[config.mk]
export PLATFORM = sky130hd
export DESIGN_NAME = inst_fetch
export DESIGN_NICKNAME = d
export VERILOG_FILES = /design/src/rtl/inst_fetch_pkg.sv /design/src/rtl/if_id.sv /design/src/rtl/inst_fetch.sv
export SDC_FILE = /design/constraint.sdc
export NUM_CORES = 1
export LEC_CHECK = 0
export CAP_MARGIN = 20
export CORE_ASPECT_RATIO = 0.6
export CORE_MARGIN = 1.5
export CORE_UTILIZATION = 30
export CTS_CLUSTER_SIZE = 20
export DETAILED_ROUTE_END_ITERATION = 10
export SYNTH_ARGS = -nofsm -noshare
export SYNTH_HDL_FRONTEND = slang
export SYNTH_SLANG_ARGS = --single-unit
[constraint.sdc]
create_clock -name clk -period 5.2 [get_ports clk]
set_input_delay 0.52 -clock clk [delete_from_list [all_inputs] [get_ports clk]]
set_output_delay 0.52 -clock clk [all_outputs]
set_load 0.02 [all_outputs]
[src/rtl/inst_fetch_pkg.sv]
// Shared CPU defines for the fetch stage: widths, reset PC, NOP encoding
// and the IF/ID payload type.
package inst_fetch_pkg;

  localparam int ADDR_W = 32;
  localparam int INST_W = 32;

  localparam logic [ADDR_W-1:0] RESET_PC = 32'h0000_0000;
  localparam logic [INST_W-1:0] NOP      = 32'h0000_0000;

  typedef struct packed {
    logic [ADDR_W-1:0] pc;
    logic [INST_W-1:0] inst;
    logic              valid;
  } if_id_t;

  // Instruction addresses are always word aligned; low target bits are dropped.
  function automatic logic [ADDR_W-1:0] word_align(input logic [ADDR_W-1:0] addr);
    return addr & ~ADDR_W'(3);
  endfunction

endpackage

[src/rtl/if_id.sv]
// IF/ID pipeline register: one-cycle fetch-to-decode latency.
// Flush beats decode stall; a fetch stall alone inserts a bubble.
module if_id
  import inst_fetch_pkg::*;
(
  input  logic   clk,
  input  logic   rst,
  input  logic   flush,
  input  logic   stall_id,
  input  logic   stall_if,
  input  if_id_t fetch,
  output if_id_t id
);

  localparam if_id_t BUBBLE = '{pc: '0, inst: NOP, valid: 1'b0};

  always_ff @(posedge clk) begin
    if (rst || flush) begin
      id <= BUBBLE;
    end else if (!stall_id) begin
      id <= stall_if ? BUBBLE : fetch;
    end
  end

endmodule

[src/rtl/inst_fetch.sv]
// Fetch stage: PC sequencing with delay-slot branches, branch capture under
// stall, flush redirect, and the IF/ID register feeding decode.
module inst_fetch
  import inst_fetch_pkg::*;
(
  input  logic              clk,
  input  logic              rst,
  input  logic              stall_if_i,
  input  logic              stall_id_i,
  input  logic              branch_flag_i,
  input  logic [ADDR_W-1:0] branch_target_i,
  input  logic              flush_i,
  input  logic [ADDR_W-1:0] new_pc_i,
  output logic [ADDR_W-1:0] pc_o,
  output logic              ce_o,
  input  logic [INST_W-1:0] inst_i,
  output logic [ADDR_W-1:0] id_pc_o,
  output logic [INST_W-1:0] id_inst_o,
  output logic              id_valid_o
);

  logic              ce;
  logic [ADDR_W-1:0] pc;
  logic [ADDR_W-1:0] pc_next;
  logic              pend;
  logic              pend_next;
  logic [ADDR_W-1:0] pend_tgt;
  logic [ADDR_W-1:0] pend_tgt_next;
  if_id_t            fetch;
  if_id_t            id;

  always_comb begin
    pc_next       = pc;
    pend_next     = pend;
    pend_tgt_next = pend_tgt;
    if (!ce) begin
      pc_next = RESET_PC;
    end else if (flush_i) begin
      pc_next   = word_align(new_pc_i);
      pend_next = 1'b0;
    end else if (stall_if_i) begin
      // A branch resolved while fetch is frozen must not be lost.
      if (branch_flag_i) begin
        pend_next     = 1'b1;
        pend_tgt_next = word_align(branch_target_i);
      end
    end else if (pend) begin
      pc_next   = pend_tgt;
      pend_next = 1'b0;
    end else if (branch_flag_i) begin
      pc_next = word_align(branch_target_i);
    end else begin
      pc_next = pc + ADDR_W'(4);
    end
  end

  always_ff @(posedge clk) begin
    if (rst) begin
      ce       <= 1'b0;
      pc       <= RESET_PC;
      pend     <= 1'b0;
      pend_tgt <= '0;
    end else begin
      ce       <= 1'b1;
      pc       <= pc_next;
      pend     <= pend_next;
      pend_tgt <= pend_tgt_next;
    end
  end

  assign fetch = '{pc: pc, inst: inst_i, valid: ce};

  if_id u_if_id (
    .clk      (clk),
    .rst      (rst),
    .flush    (flush_i),
    .stall_id (stall_id_i),
    .stall_if (stall_if_i),
    .fetch    (fetch),
    .id       (id)
  );

  assign pc_o       = pc;
  assign ce_o       = ce;
  assign id_pc_o    = id.pc;
  assign id_inst_o  = id.inst;
  assign id_valid_o = id.valid;

endmodule

=== Yosys cells after proc, flatten, opt, wreduce, memory -nomap -nowiden ===
Cells that the tools add are included.
W data, S select, Z words.

* Input port bits: 102
* Output and inout bits: 98
* Logic and storage cells: 27
* Flip-flop bits (word level): 129

* Reduce and logical (&&, ||, !) cells: 5
* Add/subtract/negate cells: 1
* Bitwise gates (word level): 2
* Muxes and demuxes: 9
* Eq/ne operators: 2

{| class="wikitable"
|+ Operator list
! operator !! count
|-
| $mux W32 || 4
|-
| $mux W65 || 1
|-
| $add A32 B3 Y32 const B || 1
|-
| $mux W1 || 4
|-
| $reduce_and A4 Y1 || 1
|-
| $ne A3 B1 Y1 const B || 1
|-
| $reduce_or A3 Y1 || 1
|-
| $ne A2 B1 Y1 const B || 1
|-
| $not A1 Y1 || 2
|-
| $reduce_and A2 Y1 || 1
|-
| $reduce_or A2 Y1 || 1
|-
| $logic_or A1 B1 Y1 || 1
|}

=== Depth between registers and ports, before layout ===
Gate-level depths: netlist of the first run.

* Depth after elaboration: 5
* Depth in mapped cells: 7
* Gate-level depth less buffers: 6

=== Modules after synthesis ===
A second synthesis of the first run with hierarchy kept.

* Cell total of the unflattened synthesis: 789
* Area total of the unflattened synthesis: 6221.0 um^2

{| class="wikitable"
|+ Modules (own cells, without submodules)
! module !! area an instance (um^2) !! sequential area each (um^2) !! cells each !! times used
|-
| inst_fetch || 3612.2 || 1281.2 || 500 || 1
|-
| if_id || 2608.8 || 1301.2 || 289 || 1
|}

=== Worst setup path before layout of the first run ===
OpenSTA, ideal clock, no wires.

* Path kind: reg-to-reg
* Start point: register pc[2] (netlist: pc_o[2])
* End point: register pc[24] (netlist: pc_o[24])
* Data required time: 5.066 ns
* Setup slack: 3.212 ns
* Arrival time: 1.854 ns
* Cell stages (with the launch flop): 8
* Cell sequence: dfxtp_1 -> ha_1 -> and4_1 -> clkbuf_1 -> nand2_1 -> nor4_1 -> mux2i_1 -> o22ai_1

* Word-level cells in the longest chain between the ends: 5

{| class="wikitable"
|+ Ends and longest elaborated chain
! item !! RTL line !! text
|-
| start: declaration || inst_fetch.sv:23 || <nowiki>logic [ADDR_W-1:0] pc;</nowiki>
|-
| start signal: assignment || inst_fetch.sv:65 || <nowiki>pc <= pc_next;</nowiki>
|-
| $add A32 B3 Y32 || inst_fetch.sv:53 || <nowiki>pc_next = pc + ADDR_W'(4);</nowiki>
|-
| $mux W32 || inst_fetch.sv:50 || <nowiki>end else if (branch_flag_i) begin</nowiki>
|-
| $mux W32 || inst_fetch.sv:47 || <nowiki>end else if (pend) begin</nowiki>
|-
| $mux W32 || inst_fetch.sv:41 || <nowiki>end else if (stall_if_i) begin</nowiki>
|-
| $mux W32 || inst_fetch.sv:38 || <nowiki>end else if (flush_i) begin</nowiki>
|}

Every way passes these cells. The select of a mux whose other input is x is not followed.
A chain may end at the register's enable or synchronous reset.

=== Worst setup path in the final report of the first run ===
* Start point: input flush_i
* End point: register, netlist name u_if_id.id[61]

* Word-level cells in the longest chain between the ends: 1

{| class="wikitable"
|+ Ends and longest elaborated chain
! item !! RTL line !! text
|-
| start: declaration || inst_fetch.sv:12 || <nowiki>input logic flush_i,</nowiki>
|-
| $logic_or A1 B1 Y1 || if_id.sv:18 || <nowiki>if (rst || flush) begin</nowiki>
|}

Every way passes these cells.

==> results.yml, run 1 <==
status:
  outcome: "finished, final reports clean"
power:
  peakVddDrop_mv: 0.2090
  p_leak_uw: 0.002924
  power_density_nw_per_um2: 297.7
synthesis:
  synth_area_per_cell_um2: 7.828
  synth_edf_count: 0
  ys.flop_type: "dfxtp_1"
  synthSimpleGateAreaFrac_pct: 23.64
  synth_compound_area_share_pct: 24.90
  synth_area_leaders: "dfxtp_1 43%, a21oi_1 7.7%, nand2_1 7.3%, a22oi_1 5.8%, nor2_1 5.4%"
  synth_fa_ha_area_share_pct: 0.2068
  syn-instance-count: 773
  syn-cell-area_um2: 6051
  synth_top_family_by_area: "compound AO/OA/AOI/OAI gates"
  yosysWarnings: 0
  ys_ff_latch: 129
  ys_types: 56
  synth_nets: 876
  yosys.area.top_type: "dfxtp_1"
  synth-xor-area-share_pct: 2.316
  synth_top_area_share_pct: 42.68
  seq_area_frac_synth_pct: 42.68
  synthArstFlopShare_pct: 0
  synthMuxAreaShare_pct: 1.323
timing:
  rsz0062_at_grt: "no"
  fin_setup_tns_ns: 0
  fmax_mhz: 403.6
  worst_slew_pin_slew_ns: 0.9125
  worst_clock_skew_ns: 0.02009
  slew_viol_final: 0
  slew_headroom_pct: 39.17
  setup_violations: 0
  fin_crit_sh_pct: 47.65
  final-hold-violation-count: 0
  fin_crit_ns: 2.478
grt:
  first_global_vias: 5718
  grt.overflow.total: 0
  grt_max_degree: 87
  grt_pass1_wl_um: 33710
  antenna_found_initial: 1
  grt_use_total_pct: 20.68
clock_network:
  cts_num_sinks: 129
  cts_max_level: 4
  clk_pin_slew_ns: 0.06
  insertion_delay_ns: 0.43
  ctsHoldBuffers: 0
  post_cts_buffers: 0
  cts_buffers: 17
  cts_resized: 0
  clk_root_buffer_cell: "clkbuf_16"
  cts_tree: "built"
  clockBufferDepth: 2
layout:
  layout_commonest_cell: "clkdlybuf4s50_1"
  syn_to_final_growth_pct: 45.57
  final_cells: 1211
  final_cell_mix: "193 x clkdlybuf4s50_1, 129 x dfxtp_1, 116 x nand2_1, 93 x a21oi_1, 85 x nor2_1"
  drive_gt1_share_pct: 6.250
  final_nets: 1034
route:
  dr.first_iter.drc_count: 539
  ant_nets: 0
  drc: 0
  first_pass_iters: 5
  vias_per_cell: 5.164
  routed_wl_um: 21690
  vias: 6254
  wire_per_inst_um: 17.91
worst_setup_path:
  reg2reg_slack_ns: 2.95
  crit_fanout: 42
  crit_family: "buffers and inverters"
  worstSetupPathType: "input port to flip-flop"
  slowest_stage: "clkdlybuf4s50_1"
  crit_chain: "clkdlybuf4s50_1 -> inv_2 -> nand2_2 -> buf_4 -> nor2_1"
  crit_path_end_kind: "flip-flop"
  cp.arrival_ns: 2.79
  crit_buf_inv: 3
  critPathRequiredTime_ns: 5.51
  slowest_delay_ns: 0.79
  critPathLaunchType: "input port"
die:
  die_w_um: 186.3
  num_rows: 39
  core_area_um2: 19370
  initial_core_util_pct: 31.23
  dieArea_um2: 21060
  ios: 200
  die-height_um: 113.0
place:
  hpwl_um: 14940
  dp.cells: 1177
  place.gp.congestion: 0.8461
  port_buffers: 195
hold_path:
  hp-class: "flip-flop to flip-flop"
job:
  drv_cap: 0
## final cells by class
class / instances / area (µm²)
fillers: 1934 / 10560
multi-input cells: 565 / 3182
well taps: 266 / 332.8
clock inverters: 11 / 152.6
repair buffers: 207 / 2044
flip-flops and latches: 129 / 2582
diodes: 1 / 2.502
inverters: 11 / 41.29
clock buffers: 21 / 470.5
## per-stage QoR
stage	hold slack (ns)	worst slack, ns	total power, µW	area, µm²	utilization [%]
floorplan	0.4317	3.212	1210	6051	-
global placement	0.4378	2.254	1373	8163	42.14
detailed placement	0.4457	2.253	1374	8163	42.14
CTS	0.4537	2.703	2649	8786	45.35
global route	0.4702	2.542	2726	8806	45.46
finish	0.4527	2.722	2622	8808	45.47
## logic make-up after synthesis
group	after synthesis
AND/OR/NAND/NOR	299
AO/OA/AOI/OAI	241
flip-flops	129
buffers and inverters	79
XOR/XNOR	16
multiplexers	8
adder cells (fa/ha/maj)	1
## worst register-to-register path, cell delays in order, from the launching register on
cell and delay [ns]:
dfxtp_1 0.51, ha_1 0.26, and4_1 0.37, nand2_1 0.31, nor4_1 0.33, mux2i_1 0.24, o22ai_1 0.09
## synthesized netlist by cell type, types with 2 or more instances
| library cell | number |
|---|---|
| nor4_2 | 2 |
| o31ai_1 | 2 |
| o31a_1 | 2 |
| xor2_1 | 6 |
| o21ai_1 | 15 |
| nand3b_1 | 6 |
| a211oi_1 | 4 |
| nor2_1 | 87 |
| o2111a_1 | 2 |
| dfxtp_1 | 129 |
| o221ai_1 | 3 |
| or2_1 | 4 |
| nand2_1 | 117 |
| nand2b_1 | 3 |
| o21ai_0 | 27 |
| inv_2 | 4 |
| clkbuf_1 | 53 |
| o22ai_1 | 6 |
| nor4_1 | 5 |
| a21oi_1 | 93 |
| buf_1 | 13 |
| a22oi_1 | 47 |
| and4_1 | 6 |
| nor3_1 | 13 |
| nand3_1 | 11 |
| nor2b_1 | 4 |
| a31o_1 | 4 |
| o21a_1 | 5 |
| and2_1 | 6 |
| a221oi_1 | 2 |
| buf_2 | 2 |
| xnor2_1 | 10 |
| mux2i_1 | 8 |
| o2bb2ai_1 | 5 |
| a2111oi_0 | 2 |
| o2111ai_1 | 2 |
| inv_1 | 7 |
| a221o_1 | 4 |
| nand4_1 | 11 |
| a31oi_1 | 10 |
| nor3b_1 | 16 |
## where the power goes
| part | total, µW | switching [µW] | internal, µW |
|---|---|---|---|
| clock | 1270 | 471 | 795 |
| sequential | 1040 | 33.0 | 1010 |
| combinational | 312 | 164 | 148 |
| total | 2620 | 668 | 1950 |
## path summary, 6_finish.rpt
path	startpoint	end	cells past startpoint
worst max-delay path	flush_i	u_if_id.id[61]	5
worst min-delay path	pend_tgt[2]	pend_tgt[2]	2
worst max register to register	pc_o[2]	pc_o[24]	6
worst min register to register	pend_tgt[2]	pend_tgt[2]	2
## flip-flops by register name, indices dropped and copies added (netlist names)
register    flops
u_if_id.id     65
pc_o           32
pend_tgt       30
ce_o            1
pend            1
## layer usage
| layer | global-route usage (%) | vias to the layer above | part of all wire [%] |
|---|---|---|---|
| met5 | 0 | - | 0 |
| met4 | 2.927 | 0 | 0.48 |
| met3 | 7.599 | 9 | 8.5 |
| met2 | 28.91 | 227 | 41 |
| met1 | 30.45 | 2942 | 50 |
| li1 | - | 3076 | - |
Power figures use the tool's default switching activity.
==> inputs of run 2 (changes only) <==
Clock period 5.2 ns to 2.21 ns, I/O delays scaled along.
==> run 2 against run 1 <==
  * Register-to-register slack got worse by 2.7 ns
  * Via count increased by 3.1%
  * Critical endpoint is now pc_o[24]
  * Clock skew decreased by 0.0037 ns
  * Sequential power increased by 130%
  * Flip-flop and latch count unchanged
  * First-iteration DRC count decreased by 12%
  * Largest cell class unchanged
  * Critical path depth unchanged
==> results.yml, run 2 (synthesized netlist as in run 1, its figures left out) <==
layout:
  final_nets: 1068
  fin_util_pct: 46.94
  final_cell_mix: "193 x clkdlybuf4s50_1, 129 x dfxtp_1, 116 x nand2_1, 93 x a21oi_1, 85 x nor2_1"
  largest_reg_flops: 65
  syn_to_final_growth_pct: 50.29
  final_cells: 1243
  largest_register: "u_if_id.id"
  design_area_um2: 9094
  drive_gt1_share_pct: 9.519
  diodes: 0
  layout_commonest_cell: "clkdlybuf4s50_1"
route:
  vias_per_cell: 5.187
  first_pass_iters: 5
  dr.first_iter.drc_count: 472
  routed_wl_um: 22270
  vias: 6448
  wire_per_inst_um: 17.91
  drc: 0
  ant_nets: 0
status:
  outcome: "finished, final reports clean"
hold_path:
  hp-class: "input port to flip-flop"
die:
  ios: 200
  initial_core_util_pct: 31.23
  num_rows: 39
  die-height_um: 113.0
  core_area_um2: 19370
  dieArea_um2: 21060
  die_w_um: 186.3
worst_setup_path:
  crit_path_end_kind: "flip-flop"
  worstSetupPathType: "flip-flop to flip-flop"
  crit_fanout: 10
  cp.arrival_ns: 2.30
  critPathLaunchType: "flip-flop"
  critPathRequiredTime_ns: 2.51
grt:
  grt.overflow.total: 0
  grt_pass1_wl_um: 34690
  antenna_found_initial: 0
  first_global_vias: 6073
  grt_max_degree: 86
  grt_use_total_pct: 21.10
power:
  netSwitchingFraction_pct: 25.49
  p_int_uw: 4641
  peakVddDrop_mv: 0.5279
  clkPwrFrac_pct: 47.9
  p_leak_uw: 0.003120
  power_density_nw_per_um2: 684.9
  pwr-share-comb_pct: 13.2
  p_sw_uw: 1587
  power.share.sequential_pct: 39.0
timing:
  slew_viol_final: 0
  fmax_mhz: 498.5
  fin_crit_ns: 2.006
  final-hold-violation-count: 0
  worst_slew_pin_slew_ns: 0.4719
  fin_setup_tns_ns: 0
  worst_clock_skew_ns: 0.01640
  layout_setup_ws_ns: 0.2042
  rsz0062_at_grt: "no"
  slew_headroom_pct: 67.72
  setup_violations: 0
  fin_crit_sh_pct: 90.76
place:
  placed_area_um2: 8456
  hpwl_um: 15660
  place.gp.congestion: 0.8469
  dp.cells: 1211
  port_buffers: 195
  place_ws_ns: 0.2310
job:
  drv_cap: 0
clock_network:
  cts_buffers: 17
  ctsHoldBuffers: 0
  post_cts_buffers: 0
  insertion_delay_ns: 0.42
  cts_tree: "built"
  cts_max_level: 4
  clockBufferDepth: 2
  clk_pin_slew_ns: 0.06
  cts_num_sinks: 129
  cts_resized: 0
  clk_root_buffer_cell: "clkbuf_16"
-- run 2: cell types whose count changed in the layout (fill, tap and decap cells not counted), sizes merged --
cell      change
buf          +34
inv           +3
clkinvlp      -2
clkbuf        -1
clkinv        -1
diode         -1
-- run 2: stage by stage --
step / power (µW) / hold slack, ns
after floorplan: 2847 / 0.3565
after global placement: 3284 / 0.4419
after detailed placement: 3286 / 0.4464
after CTS: 6293 / 0.3096
after global routing: 6488 / 0.2859
final: 6228 / 0.2734
-- run 2: layer usage --
layer,wire [µm],global-route usage (%)
met5,0,0
met4,253,5.637
met3,2036,7.041
met2,8993,29.48
met1,10980,30.57
-- run 2: power by group through the flow --
stage	Combinational [µW]	Sequential [µW]	Clock (µW)
6_report	820	2430	2980
5_1_grt	885	2430	3170
4_1_cts	814	2430	3050
3_5_place_dp	809	2480	0
3_3_place_gp	807	2480	0
2_1_floorplan	322	2520	0
-- run 2: worst paths after layout --
| kind | start | end | slack (ns) | cells past startpoint |
|---|---|---|---|---|
| setup reg to reg | pc_o[14] | pc_o[24] | 0.20 | 5 |
| hold reg to reg | pend_tgt[24] | pend_tgt[24] | 0.45 | 2 |
| hold / removal | stall_id_i | u_if_id.id[28] | 0.27 | 4 |
| setup / recovery | pc_o[14] | pc_o[24] | 0.20 | 5 |
-- run 2: area by class of cell --
class / instances / area [µm²]
Clock buffer: 20 / 466.7
Fill cell: 1901 / 10280
Timing Repair Buffer: 241 / 2337
Inverter: 11 / 41.29
Clock inverter: 11 / 151.4
Sequential cell: 129 / 2582
Multi-Input combinational cell: 565 / 3182
Tap cell: 266 / 332.8
-- run 2: worst max-delay path, cell delays in order (launching register included) --
cell and delay, ns:
dfxtp_1 0.47, and4_1 0.36, nand4_2 0.33, nor4_1 0.39, mux2i_1 0.25, o22ai_1 0.09
